## src/rtl/mux2.sv

```systemverilog
// 2:1 word-select multiplexer for datapath operand/writeback selection.
// REG_OUT chooses a registered (1-cycle) or purely combinational output.
module mux2 #(
    parameter int unsigned          WIDTH       = 32,
    parameter bit                   REG_OUT     = 1'b1,
    parameter logic [WIDTH-1:0]     RESET_VALUE = '0
) (
    input  logic             clk,
    input  logic             rst_n,
    input  logic [WIDTH-1:0] a,
    input  logic [WIDTH-1:0] b,
    input  logic             sel,
    output logic [WIDTH-1:0] out
);

    logic [WIDTH-1:0] sel_data_c;

    // Plain ?: keeps per-bit X-merge semantics when sel is unknown.
    assign sel_data_c = sel ? b : a;

    generate
        if (REG_OUT) begin : g_reg
            // Loads every cycle; reset wins over any data/select value.
            always_ff @(posedge clk) begin
                if (!rst_n) begin
                    out <= RESET_VALUE;
                end else begin
                    out <= sel_data_c;
                end
            end
        end else begin : g_comb
            // Zero-latency build: clock, reset and reset value are intentionally unused.
            logic unused_c;
            assign unused_c = ^{clk, rst_n, RESET_VALUE};
            assign out      = sel_data_c;
        end
    endgenerate

endmodule

```

## config.mk

```make
export PLATFORM = sky130hd
export DESIGN_NAME = mux2
export DESIGN_NICKNAME = d
export VERILOG_FILES = /design/src/rtl/mux2.sv
export SDC_FILE = /design/constraint.sdc
export NUM_CORES = 1
export LEC_CHECK = 0
export CORE_ASPECT_RATIO = 0.6
export CORE_UTILIZATION = 30
export CTS_BUF_LIST = sky130_fd_sc_hd__clkbuf_4 sky130_fd_sc_hd__clkbuf_8
export CTS_CLUSTER_SIZE = 25
export DETAILED_ROUTE_END_ITERATION = 16
export PLACE_DENSITY = 0.77
export SYNTH_ARGS = -nofsm -noshare
export SYNTH_HDL_FRONTEND = slang
export SYNTH_SLANG_ARGS = --single-unit
```

## constraint.sdc

```tcl
create_clock -name clk -period 0.9 [get_ports clk]
set_clock_uncertainty 0.2 [all_clocks]
set_input_delay 0.18 -clock clk [delete_from_list [all_inputs] [get_ports clk]]
set_output_delay 0.18 -clock clk [all_outputs]
set_load 0.03 [all_outputs]
```

== After elaboration in Yosys (flattened, before gate mapping) ==
Cells that the tools add are included.
Storage, ports and cells
  output and inout bits: 32
  bits in registers: 32
  logic and storage cells: 2
  bits of input ports: 67
Cells by class
  muxes and demuxes: 1
Operators with widths (count)
  2-to-1 mux 32 bit: 1

== Logic depth before layout (Yosys ltp) ==
  word-level depth: 1
  gate-level depth with buffers: 4
  gate-level depth less buffers: 2

== Worst setup path after synthesis ==
No wires, ideal clock.
  path type: in2reg
  from: input sel
  to: register out[0]
  cell stages on the path: 4
  required time: 0.584 ns
  setup time: 0.116 ns
  path buffers: 2
  data arrival time: 0.652 ns
  setup slack: -0.068 ns
  cells stage by stage: buf_6 -> buf_12 -> mux2i_1 -> nor2b_1
Between the ends
  cells in the longest elaborated chain, start to end: 1
RTL lines
  from (decl): line 12  | input logic sel,
  2-to-1 mux 32 bit: line 19  | assign sel_data_c = sel ? b : a;
  to (signal assigned): line 28  | out <= sel_data_c;
  to (decl): line 13  | output logic [WIDTH-1:0] out
Every way passes these cells.
A chain may end at the register's enable or synchronous reset.

== Final worst setup path ==
  from: register out[4]
  to: output out[4]
No word-level cell between the ends.

==> impl_summary.md <==
Outcome
The flow ran to the end, but the final reports show violations. The final reports fail on setup timing.

Synthesis
After synthesis, the largest family of logic cells by area is multiplexers. The number of nets handed over by synthesis was 170. For this run, the register share of the synthesized area comes to 0.515. The average size of a mapped cell is 12.1 um^2. The area fraction in compound gates after synthesis is 0.

The number of warnings issued by yosys is 0. After technology mapping, the gate count stands at 103. Of the total synthesized cell area, the portion taken by AND, OR, NAND and NOR gates is 0.161. The post-synthesis share of cell area spent on xor and xnor gates is 0. After synthesis the cells add up to around 1200 um^2. Of the total synthesized cell area, the portion taken by full adders, half adders and majority gates is 0. In this run, synthesis produced a sequential element count of 32. After synthesis, the netlist uses 6 different library cells. The portion of synthesized area spent on multiplexers is 0.258.

STA
Across all hold checks on the routed design, the worst slack comes to 51.9 ps. Setup violations remaining at the end of the flow were counted as 32. The number of slew-limit violations in the final report is 0. Setup repair after global routing could not meet its margin everywhere. The slew at the pin closest to its max-slew limit is 161 ps. The worst pin sits at a relative slew slack of 0.890. Setup slack on the critical path of the routed design comes to -211 ps. Timing would allow up to approximately 0.9 GHz. The final count of hold timing violations is 0. In the finished design, the share of the clock period the worst path needs comes to 1.23. The post-route minimum period is 1110 ps.

Clocking
The H-tree was split into 2 levels. The clock tree root driver cell is sky130_fd_sc_hd__clkbuf_8. The number of clock buffers added by TritonCTS is 5.

Clock-pin slew was measured on the worst setup and hold paths at 60 ps. The hold buffer count at CTS is 0. TritonCTS built the clock tree. Counting every sink on the clock net gives 32. Counting along the longest clock path gives a buffer depth of 2. In this run the post-CTS setup repair buffer count came out at 0.

Pwr
The part of the power in combinational logic is 0.270. The total power divided by cell area is 1440 nW/um^2. The clock power share is 0.286.

In this run the static leakage power is 1.09 nW. The internal power of the cells totals 2.66 mW. Of the total power, the share spent switching nets is 0.252. Of the total power, registers draw 0.444.

The maximum resistive drop on vdd is just under 0.8 mV. The analysis attributes to net switching a power of between 800 and 900 uW. The total power after layout is between 3 and 4 mW.

Critical path
STA classifies the critical path endpoint as a primary output. The startpoint class of the critical path is a register. STA puts the critical path data arrival time at 730 ps. The maximum cell stage delay along the critical path is approximately 330 ps. On the critical path, the stage with the largest delay is an instance of sky130_fd_sc_hd__dfxtp_2.

STA puts the critical path data required time at roughly 520 ps. Counting both buffers and inverters, the worst setup path holds a total of 1. The maximum fanout count along the critical path is 1. The critical path goes through buf_6. The kind of cell with the highest combined delay along the critical path is flip-flops. The startpoint-to-endpoint class of the critical path is reg -> out.

Route
In the final routed layout, each cell accounts on average for roughly 14 um. The total vias in the final route is roughly 1100. The post-detailed-route DRC marker count is 0.

The ratio of routed vias to standard cells is 4.30. The DRC violation total after the first TritonRoute iteration is 5. The wire length reported by the detailed router is about 3.6 mm. The count of nets left with antenna violations once routing finished came out at 0. The pre-antenna-repair detailed-routing pass consisted of 4 iterations.

Global routing
The initial antenna violation count is 0. The maximum number of pins on one net before global-route repair is 17. For this run the aggregate overflow at the end of global routing stands at 0. Across every metal layer, demand over resource in global routing totals 0.163. The first global-routing pass estimated 5.13 mm of wire. The number of global-route vias before repair came to 1124.

Placed design
Input and output buffers added on the ports amount to 98. Routability-driven placement finished with a final weighted congestion of a little under 0.8.

Flow run
The tool flagged a number of max-cap violations equal to 0.

Floorplanning
The cell row count is 17. For this configuration, the core starts out at a cell density of 0.327. The region available for standard cell placement spans 3810 um^2. In this run the count of I/O pins placed on the die edge is between 90 and 100. The die is 51.9 um tall. The die area is 4420 um^2.

The die outline width is 85.1 um.

Cells and area
The fraction of layout instances using a drive strength above 1 is 0.383. 0 antenna diodes ended up in the layout. The area growth from synthesis to final layout is 98.4%. The net count of the finished layout is 273. out holds more flip-flops than any other register. The flip-flop count of the largest register, all copies and words added is 32. In the final layout, the registers with the most flip-flops are out: 32 flops.

Worst hold path
The min-delay analysis places its worst path in the category in -> reg.
-- synth_stat cells --
library cell               number  area share
sky130_fd_sc_hd__buf_12         3       0.048
sky130_fd_sc_hd__buf_6          1      0.0091
sky130_fd_sc_hd__clkbuf_1       3      0.0091
sky130_fd_sc_hd__dfxtp_1       32        0.52
sky130_fd_sc_hd__mux2i_1       32        0.26
sky130_fd_sc_hd__nor2b_1       32        0.16
-- routing by layer --
metal	GRT usage	vias up	wire (um)
met3	0.0667	7	319
li1	-	543	-
met4	0.0678	0	47
met1	0.161	485	1340
met5	0	-	0
met2	0.308	52	1890
-- final cells by class --
class	instances	area [um^2]
fillers	296	1340
well taps	47	58.8
clock buffers	6	76.3
clock inverters	1	5.00
flip-flops and latches	32	681
repair buffers	103	1110
multi-input cells	64	533
-- layout by cell type, fill, tap and decap left out, drive strengths merged --
master,n
clkdlybuf4s50,63
bufbuf,1
clkinv,1
dlymetal6s2s,1
nor2b,32
clkbuf,7
mux2i,32
dfxtp,32
buf,37
-- power by group through the flow --
stage / Sequential [mW] / Combinational [mW] / Clock (mW)
global route: 1.59 / 1.01 / 1.12
global placement: 1.57 / 0.860 / 0
CTS: 1.58 / 0.960 / 1.05
floorplan: 1.76 / 0.219 / 0
detailed placement: 1.57 / 0.877 / 0
finish: 1.58 / 0.959 / 1.02
-- path summary, 6_finish.rpt --
kind               start  slack, ps  endpoint  depth (start not counted)
hold / removal     b[17]         50   out[17]                          3
setup / recovery  out[4]       -210    out[4]                          1
-- kinds of logic after synthesis --
group | after synthesis
muxes | 32
DFF | 32
and+or+nand+nor | 32
buffers and inverters | 7
-- through the flow --
stage                     instances  worst slack (ps)  setup TNS, ps  cell area, um^2   util
after floorplan                 103             -41.2          -1240             1250      -
after global placement          245              -348         -11000             2180  0.573
after detailed placement        245              -400         -11720             2180  0.573
after CTS                       253              -226          -6670             2460  0.645
after global routing            253              -246          -7270             2470  0.648
final                           253              -211          -6300             2470  0.648
-- what timing repair did --
action	CTS	global route
resized for setup	66	4
cloned	1	0
hold endpoints to repair	0	0
setup endpoints to repair	64	34
Note: power is estimated with default switching activity, not from simulation.
